[src/rtl/stopwatch_multi_cu_if.sv]
// Button/selection inputs and per-channel control outputs of the
// multi-channel stopwatch control unit, bundled as one interface.
// The master side drives buttons and reads controls; the slave side is the control unit.
interface stopwatch_multi_cu_if #(
    parameter int N_CH = 2
);
    localparam int SEL_W = $clog2(N_CH);

    logic              i_runstop;
    logic              i_clear;
    logic              i_lap;
    logic [SEL_W-1:0]  i_sel;
    logic              sw;
    logic [N_CH-1:0]   o_run;
    logic [N_CH-1:0]   o_clear;
    logic [N_CH-1:0]   o_freeze;
    logic              o_mode;
    logic              o_sel_run;

    modport master (
        output i_runstop, i_clear, i_lap, i_sel, sw,
        input  o_run, o_clear, o_freeze, o_mode, o_sel_run
    );

    modport slave (
        input  i_runstop, i_clear, i_lap, i_sel, sw,
        output o_run, o_clear, o_freeze, o_mode, o_sel_run
    );
endinterface

[src/rtl/stopwatch_multi_cu.sv]
// Multi-channel stopwatch control unit: N_CH independent STOP/RUN/LAP/CLEAR
// FSMs. Button rising edges are routed only to the channel picked by i_sel;
// out-of-range selections drop the event. Outputs are registered state decodes.
// Optional feature macro: LONGPRESS_CLEAR_EN (clear requires a HOLD_CYC-cycle hold).
module stopwatch_multi_cu #(
    parameter int N_CH     = 2,
    parameter int CLR_CYC  = 4,
    parameter int HOLD_CYC = 100
) (
    input  logic                clk,
    input  logic                reset,
    stopwatch_multi_cu_if.slave bus
);
    localparam int SEL_W = $clog2(N_CH);
    localparam int CW    = $clog2(CLR_CYC + 1);

    typedef enum logic [1:0] {
        ST_STOP,
        ST_RUN,
        ST_LAP,
        ST_CLEAR
    } state_e;

    logic [SEL_W-1:0] sel;
    logic             prev_runstop_q;
    logic             prev_lap_q;
    logic             ev_runstop;
    logic             ev_lap;
    logic             ev_clear;
    logic [N_CH-1:0]  hit;

    state_e           state_q [N_CH];
    state_e           state_d [N_CH];
    logic [CW-1:0]    cnt_q   [N_CH];
    logic [CW-1:0]    cnt_d   [N_CH];
    logic [N_CH-1:0]  run_q;
    logic [N_CH-1:0]  clr_q;
    logic [N_CH-1:0]  frz_q;
    logic             sel_run;

    assign sel = bus.i_sel;

    // Shared button history; reset to 1 so buttons held through reset do not fire.
    always_ff @(posedge clk or posedge reset) begin
        if (reset) begin
            prev_runstop_q <= 1'b1;
            prev_lap_q     <= 1'b1;
        end else begin
            // NOTE: sequential state uses non-blocking assignments so every register samples pre-edge values.
            prev_runstop_q <= bus.i_runstop;
            prev_lap_q     <= bus.i_lap;
        end
    end

    assign ev_runstop = bus.i_runstop & ~prev_runstop_q;
    assign ev_lap     = bus.i_lap     & ~prev_lap_q;

`ifdef LONGPRESS_CLEAR_EN
    localparam int HW = $clog2(HOLD_CYC + 1);

    logic [HW-1:0]    hold_q;
    logic [HW-1:0]    hold_d;
    logic [SEL_W-1:0] sel_prev_q;
    logic             hold_ok;

    // A hold only continues while clear stays high on an unchanged selection.
    assign hold_ok  = bus.i_clear && (sel == sel_prev_q);
    assign ev_clear = hold_ok && (hold_q == HW'(HOLD_CYC - 1));

    // Saturating hold counter: fires once on reaching HOLD_CYC, then parks there.
    always_comb begin
        hold_d = hold_q;
        if (!hold_ok) begin
            hold_d = '0;
        end else if (hold_q != HW'(HOLD_CYC)) begin
            hold_d = hold_q + 1'b1;
        end
    end

    // Hold counter and the selection it was counted against.
    always_ff @(posedge clk or posedge reset) begin
        if (reset) begin
            hold_q     <= '0;
            sel_prev_q <= '0;
        end else begin
            hold_q     <= hold_d;
            sel_prev_q <= sel;
        end
    end
`else
    logic prev_clear_q;
    logic unused_hold_cfg;

    // HOLD_CYC only shapes the long-press build.
    assign unused_hold_cfg = (HOLD_CYC > 0);
    assign ev_clear        = bus.i_clear & ~prev_clear_q;

    // Clear-button history for plain edge-triggered clear.
    always_ff @(posedge clk or posedge reset) begin
        if (reset) begin
            prev_clear_q <= 1'b1;
        end else begin
            prev_clear_q <= bus.i_clear;
        end
    end
`endif

    // One-hot channel select; an out-of-range i_sel matches no channel.
    always_comb begin
        for (int c = 0; c < N_CH; c++) begin
            hit[c] = (int'(sel) == c);
        end
    end

    // Per-channel next state, with priority clear > runstop > lap.
    always_comb begin
        for (int c = 0; c < N_CH; c++) begin
            // NOTE: defaults first so every path assigns every variable and no latch is inferred.
            state_d[c] = state_q[c];
            cnt_d[c]   = cnt_q[c];
            case (state_q[c])
                ST_STOP: begin
                    if (hit[c] && ev_clear) begin
                        state_d[c] = ST_CLEAR;
                        cnt_d[c]   = '0;
                    end else if (hit[c] && ev_runstop) begin
                        state_d[c] = ST_RUN;
                    end
                end
                ST_RUN: begin
                    if (hit[c] && ev_runstop) begin
                        state_d[c] = ST_STOP;
                    end else if (hit[c] && ev_lap) begin
                        state_d[c] = ST_LAP;
                    end
                end
                ST_LAP: begin
                    if (hit[c] && ev_runstop) begin
                        state_d[c] = ST_STOP;
                    end else if (hit[c] && ev_lap) begin
                        state_d[c] = ST_RUN;
                    end
                end
                ST_CLEAR: begin
                    if (cnt_q[c] == CW'(CLR_CYC - 1)) begin
                        state_d[c] = ST_STOP;
                        cnt_d[c]   = '0;
                    end else begin
                        cnt_d[c] = cnt_q[c] + 1'b1;
                    end
                end
                default: begin
                    state_d[c] = ST_STOP;
                    cnt_d[c]   = '0;
                end
            endcase
        end
    end

    // Channel state, clear counters and Moore outputs decoded from next state.
    always_ff @(posedge clk or posedge reset) begin
        if (reset) begin
            for (int c = 0; c < N_CH; c++) begin
                state_q[c] <= ST_STOP;
                cnt_q[c]   <= '0;
            end
            run_q <= '0;
            clr_q <= '0;
            frz_q <= '0;
        end else begin
            for (int c = 0; c < N_CH; c++) begin
                state_q[c] <= state_d[c];
                cnt_q[c]   <= cnt_d[c];
                run_q[c]   <= (state_d[c] == ST_RUN) || (state_d[c] == ST_LAP);
                frz_q[c]   <= (state_d[c] == ST_LAP);
                clr_q[c]   <= (state_d[c] == ST_CLEAR);
            end
        end
    end

    // Run status of the currently selected channel; 0 when nothing is selected.
    always_comb begin
        sel_run = 1'b0;
        for (int c = 0; c < N_CH; c++) begin
            if (hit[c]) begin
                sel_run = run_q[c];
            end
        end
    end

    assign bus.o_run     = run_q;
    assign bus.o_clear   = clr_q;
    assign bus.o_freeze  = frz_q;
    assign bus.o_mode    = bus.sw;
    assign bus.o_sel_run = sel_run;
endmodule

[src/flat_wrapper.sv]
// flat-port wrapper written by rule: the top's interface ports become plain ports
module stopwatch_multi_cu_flat 
#(
    parameter int N_CH     = 2,
    parameter int CLR_CYC  = 4,
    parameter int HOLD_CYC = 100
)
  (clk, reset, bus_i_runstop, bus_i_clear, bus_i_lap, bus_i_sel, bus_sw, bus_o_run, bus_o_clear, bus_o_freeze, bus_o_mode, bus_o_sel_run);
  stopwatch_multi_cu_if #(.N_CH(N_CH)) bus_i ();
  input  logic clk;
  input  logic reset;
  input wire logic [$bits(bus_i.i_runstop)-1:0] bus_i_runstop;
  input wire logic [$bits(bus_i.i_clear)-1:0] bus_i_clear;
  input wire logic [$bits(bus_i.i_lap)-1:0] bus_i_lap;
  input wire logic [$bits(bus_i.i_sel)-1:0] bus_i_sel;
  input wire logic [$bits(bus_i.sw)-1:0] bus_sw;
  output wire logic [$bits(bus_i.o_run)-1:0] bus_o_run;
  output wire logic [$bits(bus_i.o_clear)-1:0] bus_o_clear;
  output wire logic [$bits(bus_i.o_freeze)-1:0] bus_o_freeze;
  output wire logic [$bits(bus_i.o_mode)-1:0] bus_o_mode;
  output wire logic [$bits(bus_i.o_sel_run)-1:0] bus_o_sel_run;
  assign bus_i.i_runstop = bus_i_runstop;
  assign bus_i.i_clear = bus_i_clear;
  assign bus_i.i_lap = bus_i_lap;
  assign bus_i.i_sel = bus_i_sel;
  assign bus_i.sw = bus_sw;
  assign bus_o_run = bus_i.o_run;
  assign bus_o_clear = bus_i.o_clear;
  assign bus_o_freeze = bus_i.o_freeze;
  assign bus_o_mode = bus_i.o_mode;
  assign bus_o_sel_run = bus_i.o_sel_run;
  stopwatch_multi_cu #(.N_CH(N_CH), .CLR_CYC(CLR_CYC), .HOLD_CYC(HOLD_CYC)) u_core (.clk(clk), .reset(reset), .bus(bus_i));
endmodule
[config.mk]
export PLATFORM = sky130hd
export DESIGN_NAME = stopwatch_multi_cu_flat
export DESIGN_NICKNAME = d
export VERILOG_FILES = /design/src/rtl/stopwatch_multi_cu_if.sv /design/src/rtl/stopwatch_multi_cu.sv /design/src/flat_wrapper.sv
export SDC_FILE = /design/constraint.sdc
export NUM_CORES = 1
export LEC_CHECK = 0
export ABC_AREA = 1
export CAP_MARGIN = 20
export CORE_ASPECT_RATIO = 0.9
export CORE_MARGIN = 2
export CORE_UTILIZATION = 40
export DETAILED_ROUTE_END_ITERATION = 7
export HOLD_SLACK_MARGIN = 0.1
export SLEW_MARGIN = 10
export SYNTH_ARGS = -nofsm -noshare
export SYNTH_HDL_FRONTEND = slang
export SYNTH_SLANG_ARGS = --single-unit
[constraint.sdc]
create_clock -name clk -period 1.73 [get_ports clk]
set_input_delay 0.2595 -clock clk [delete_from_list [all_inputs] [get_ports clk]]
set_output_delay 0.2595 -clock clk [all_outputs]
set_load 0.01 [all_outputs]
==> impl_metrics.toml, run 1 <==
[status]
status = "complete, no violations"

[yosys]
synth_xor_area_frac = 0
synth_compound_area_frac = 0.06753
synth_nets = 124
async_flop_share = 1.000
synthTopCellsByCount = "nand2_1, inv_1, dfrtp_1"
yosysMostFrequentCell = "nand2_1"
synth_top_area_frac = 0.4156
seq_area_frac_synth = 0.4974
synth_seq_cells = 19
synthAdderAreaFrac = 0.07792
yosys.area.top_type = "dfrtp_1"
synth_top_family_by_area = "simple AND/OR/NAND/NOR gates"
ys_types = 20
syn_area_um2 = 963.4
synth.area.top_cells = "dfrtp_1, nand2_1, dfstp_2"
synthFlopType = "dfrtp_1"
postSynthAreaPerCell_um2 = 8.679
syn_inst = 111
yosysWarnings = 0
muxShareOfSynthArea = 0
yosys.area_share.simple = 0.2636
synth_edf_count = 0

[power]
pwr-share-seq = 0.380
irDropWorstVdd_mv = 0.8005
switchingPower_mw = 0.7231
p_leak_nw = 0.6460
p_sw_frac = 0.3871
power_mw = 1.868
internal_power_mw = 1.145
clkPwrFrac = 0.118
powerDensity_nw_per_um2 = 1544
combPwrFrac = 0.502

[critical_path]
crit_chain = "nand2_1, nand2_1, clkdlybuf4s50_1"
critical_path.endpoint_type = "output port"
crit_path_max_fanout = 2
path_buf_inv = 1
arrival_ps = 1320
path_class = "reg -> out"
cpPeakStageDelay_ps = 530
critPathTopFamily = "buffers and inverters"
critPathRequiredTime_ps = 1470
cpMostUsedCell = "nand2_1"
startpoint_type = "register"
crit_path_top_delay_cell = "clkdlybuf4s50_1"

[die]
coreArea_um2 = 2222
ios = 15
initial_core_util = 0.4336
die-height_um = 50.56
die_w_um = 55.73
die_area_um2 = 2818
std_cell_rows = 16

[place]
dp_hpwl_mm = 1.300
port-buffer-count = 12
post-place-ws_ps = -71.40
place.gp.congestion = 0.7663
dpl.cell_count = 159

[drt]
vias = 750
vias_per_cell = 4.601
drt-initial-drc-count = 25
top_layer_used = "met4"
drcViolationCount = 0
met1_length_um = 829
drt-total-wl_mm = 1.643
first_pass_iters = 4
dr_wl_met2_um = 698
wl_per_cell_um = 10.08
wl_met3_um = 102
ant_nets = 0

[grt]
grt_pass1_vias = 750
grt.total_usage = 0.1441
grt-ovfl-total = 0
grt_max_degree = 20
grt_pass1_wl_mm = 3.174
grt_antenna_before_repair = 0

[sta]
slew_headroom = 0.8432
timing.final.crit_share = 0.9116
fin_crit_ps = 1577
setup_slack_ps = 152.9
finalSetupViolations = 0
rsz0062_at_grt = "false"
fin_skew_ps = 3.500
hold_viol = 0
fmax_mhz = 634.1
final-max-slew-violation-count = 0
tightest_slew_ps = 235.2

[clock_tree]
clk_latency_ps = 290
h-tree-depth = 1
cts_tree = "yes"
cts-root-buf = "clkbuf_4"
clock_sinks = 19
cts_hold_buf = 0
cts_buffer_depth = 2
cts_made_buffers = 3
clk_pin_slew_ps = 110

[layout]
stdcell_count = 163
final_util = 0.5445
syn2layout_area_growth_pct = 25.58
diodes = 0
nets = 150
drive_gt1_frac = 0.2206

[run]
drv_cap = 0

[worst_hold_path]
hold_class = "in -> async"
final timing paths:
| check | from | end | slack [ps] | depth (start not counted) |
|---|---|---|---|---|
| worst max register to register | u_core.cnt_q[3] | u_core.bus.o_run[0] | 290 | 7 |
| max in group asynchronous | reset | u_core.prev_runstop_q | 1200 | 3 |
| worst min register to register | u_core.cnt_q[3] | u_core.cnt_q[3] | 490 | 1 |
| min in group clk | bus_i_clear | u_core.prev_clear_q | 450 | 1 |
| worst min-delay path | reset | u_core.bus.o_run[1] | 270 | 3 |
| worst max-delay path | u_core.bus.o_run[0] | bus_o_sel_run | 150 | 3 |
worst min-delay path: cells and delay by family:
kind	cells	cell delay (ps)
buffers and inverters	3	680
registers in the layout, indices dropped and copies added, names as in the netlist:
register and flops:
u_core.prev_clear_q 1, u_core.bus.o_freeze 2, u_core.prev_lap_q 1, u_core.bus.o_run 2
u_core.cnt_q 6, u_core.state_q 4, u_core.bus.o_clear 2, u_core.prev_runstop_q 1
power by group through the flow:
stage / registers [mW] / logic, mW / clock network, mW
6_report: 0.709 / 0.938 / 0.220
5_1_grt: 0.730 / 1.08 / 0.251
4_1_cts: 0.710 / 0.959 / 0.231
3_5_place_dp: 0.718 / 0.951 / 0
3_3_place_gp: 0.715 / 0.928 / 0
2_1_floorplan: 0.728 / 0.577 / 0
cells in the final DEF, fill, tap and decap left out:
cell | Yosys | layout
and2_4 | 1 | 1
inv_2 | 2 | 2
nor2_1 | 5 | 5
inv_1 | 20 | 20
nand2_2 | 1 | 1
buf_4 | 1 | 10
nand2_1 | 26 | 26
o21ai_1 | 2 | 2
a21oi_2 | 1 | 1
nand3_1 | 10 | 10
a21oi_1 | 3 | 3
clkbuf_1 | 0 | 1
dfrtp_1 | 16 | 16
dfstp_2 | 3 | 3
nand3b_1 | 1 | 1
ha_1 | 6 | 6
nor2_2 | 4 | 4
clkbuf_4 | 0 | 3
a211oi_1 | 1 | 1
dlygate4sd2_1 | 0 | 1
o21ai_0 | 3 | 3
clkdlybuf4s50_1 | 0 | 11
nand3_2 | 4 | 4
o21ai_2 | 1 | 1
cell families (layout without fill, tap and decap cells):
group	Yosys count	in the layout
and+or+nand+nor	52	52
adders and majority gates	6	6
DFF	19	19
buffers and inverters	23	48
AOI/OAI and AO/OA	11	11
timing repair:
action                                  in CTS  in global routing
setup buffers                                0                  0
gates resized for setup                      1                  0
endpoints found under the setup margin       1                  0
hold endpoints to repair                     0                  0
stage by stage:
| step | setup TNS (ps) | hold slack [ps] | instance area (µm²) |
|---|---|---|---|
| after floorplan | 0 | 208.4 | 963.4 |
| after global placement | -163.3 | 458.1 | 1185 |
| after detailed placement | -187.9 | 475.8 | 1185 |
| after CTS | 0 | 267.2 | 1210 |
| after global routing | 0 | 304.2 | 1210 |
| final | 0 | 266.7 | 1210 |
routing by layer:
layer  vias up  global-route usage
li1        398                   -
met1       338              0.1831
met2        12              0.2262
met3         2             0.04381
met4         0             0.06504
met5         -                   0
area by class of cell:
cell class	instances	area [µm²]
multi-input cells	69	394.1
well taps	27	33.78
fillers	209	1012
clock buffers	4	26.28
repair buffers	22	193.9
flip-flops and latches	19	479.2
inverters	22	82.58
No activity file was read; power rests on OpenSTA's default activity.
==> inputs of run 2 (changes only) <==
CTS_CLUSTER_SIZE = 16   (was unset)
==> results of run 2 <==
Final layout, timing and power as in run 1 (identical DEF).
==> inputs of run 3 (changes only) <==
CORE_MARGIN = 10   (was 2)
CTS_CLUSTER_DIAMETER = 100   (was unset)
SKIP_CTS_REPAIR_TIMING = 1   (was unset)
==> run 3 against run 2 <==
Net effect:
- worst setup slack better by 100 ps
- wire length grew 4.4%
- clock skew up 0.85 ps
- cell count down 1.8%
- core utilization fell by 0.77 points
- largest power group unchanged
==> impl_metrics.toml, run 3 (synthesized netlist as in run 1, its figures left out) <==
[grt]
grt_pass1_wl_mm = 3.118
grt_max_degree = 20
grt_antenna_before_repair = 0
grt-ovfl-total = 0
grt_pass1_vias = 745
grt.total_usage = 0.08073

[layout]
syn2layout_area_growth_pct = 24.93
final_common_cell = "nand2_1"
final_cell_mix = "nand2_1, inv_1, dfrtp_1, clkdlybuf4s50_1, nand3_1"
nets = 147
top_regs = "u_core.cnt_q x6, u_core.state_q x4"
top_register = "u_core.cnt_q"
drive_gt1_frac = 0.2030
largest_reg_flops = 6
fillers = 217
diodes = 0

[critical_path]
crit_path_max_fanout = 3
arrival_ps = 1710
path_class = "reg -> reg"
critPathRequiredTime_ps = 1970
critical_path.endpoint_type = "register"
startpoint_type = "register"

[die]
std_cell_rows = 16
initial_core_util = 0.4297
ios = 15
die_w_um = 71.73
coreArea_um2 = 2242
die-height_um = 66.56
die_area_um2 = 4774

[worst_hold_path]
hold_class = "in -> async"

[clock_tree]
h-tree-depth = 1
cts_made_buffers = 3
cts_tree = "yes"
clk_pin_slew_ps = 100
clk_latency_ps = 290
clock_sinks = 19
cts-root-buf = "clkbuf_4"
cts_buffer_depth = 2

[sta]
fin_skew_ps = 4.347
fin_crit_ps = 1473
fmax_mhz = 678.8
finalSetupViolations = 0
slew_headroom = 0.8363
timing.final.crit_share = 0.8516
setup_slack_ps = 256.7
rsz0062_at_grt = "false"
final-max-slew-violation-count = 0
finalSetupTns_ps = 0
tightest_slew_ps = 245.5
hold_viol = 0

[drt]
vias = 737
drt-total-wl_mm = 1.715
drt-initial-drc-count = 16
vias_per_cell = 4.606
drcViolationCount = 0
first_pass_iters = 4
ant_nets = 0
wl_per_cell_um = 10.72

[run]
drv_cap = 0

[power]
powerDensity_nw_per_um2 = 1521
power_mw = 1.831
p_leak_nw = 0.6466
irDropWorstVdd_mv = 0.8695

[place]
dp_hpwl_mm = 1.377
post-place-ws_ps = -8.190
port-buffer-count = 12
place.gp.congestion = 0.7508

[status]
status = "complete, no violations"
-- run 3: cell count changes in the layout (fill, tap and decap cells not counted) --
cell | before | now
dlygate4sd2_1 | 1 | 0
dlymetal6s2s_1 | 0 | 1
buf_12 | 0 | 1
buf_4 | 10 | 6
-- run 3: cell type report --
class / count / area [µm²] / area share
sequential: 19 / 479.2 / 0.3981
multi-input combinational: 69 / 394.1 / 0.3274
timing repair buffer: 19 / 187.7 / 0.1559
inverter: 22 / 82.58 / 0.06861
tap: 27 / 33.78 / 0.02807
clock buffer: 4 / 26.28 / 0.02183
-- run 3: power breakdown --
part           internal [mW]  switching, mW  leakage, nW  total, mW
Combinational          0.417          0.486        0.398      0.903
Clock                 0.0898          0.130       0.0150      0.219
Sequential             0.611         0.0977        0.233      0.708
Total                   1.12          0.713        0.647       1.83
-- run 3: final timing paths --
path                                  from                     to  slack (ps)  cells past startpoint
setup / recovery           u_core.cnt_q[3]    u_core.bus.o_run[0]         260                      7
hold / removal                       reset        u_core.cnt_q[0]         280                      3
setup reg to reg           u_core.cnt_q[3]    u_core.bus.o_run[0]         260                      7
hold reg to reg            u_core.cnt_q[0]        u_core.cnt_q[0]         490                      1
max in group asynchronous            reset  u_core.prev_runstop_q        1190                      3
min in group clk               bus_i_clear    u_core.prev_clear_q         450                      1
-- run 3: critical path, stage by stage, from the launching register on --
cell	delay (ps)
dfrtp_1	410
ha_1	200
inv_1	80
o21ai_2	70
and2_4	150
a21oi_1	200
ha_1	260
inv_1	50
-- run 3: layer usage --
metal | vias up | wire length [µm] | GRT usage
met5 | - | 0 | 0
li1 | 393 | - | -
met3 | 2 | 157 | 0.05481
met4 | 0 | 19 | 0.02174
met2 | 14 | 719 | 0.1244
met1 | 328 | 819 | 0.08876
-- run 3: stage by stage --
stage	hold slack (ps)	std cells	utilization	cell area [µm²]
finish	276.1	160	0.5368	1204
global route	301.0	160	0.5368	1204
CTS	277.5	160	0.5357	1201
detailed placement	473.5	156	0.5240	1175
global placement	460.4	156	0.5240	1175
floorplan	208.4	111	-	963.4
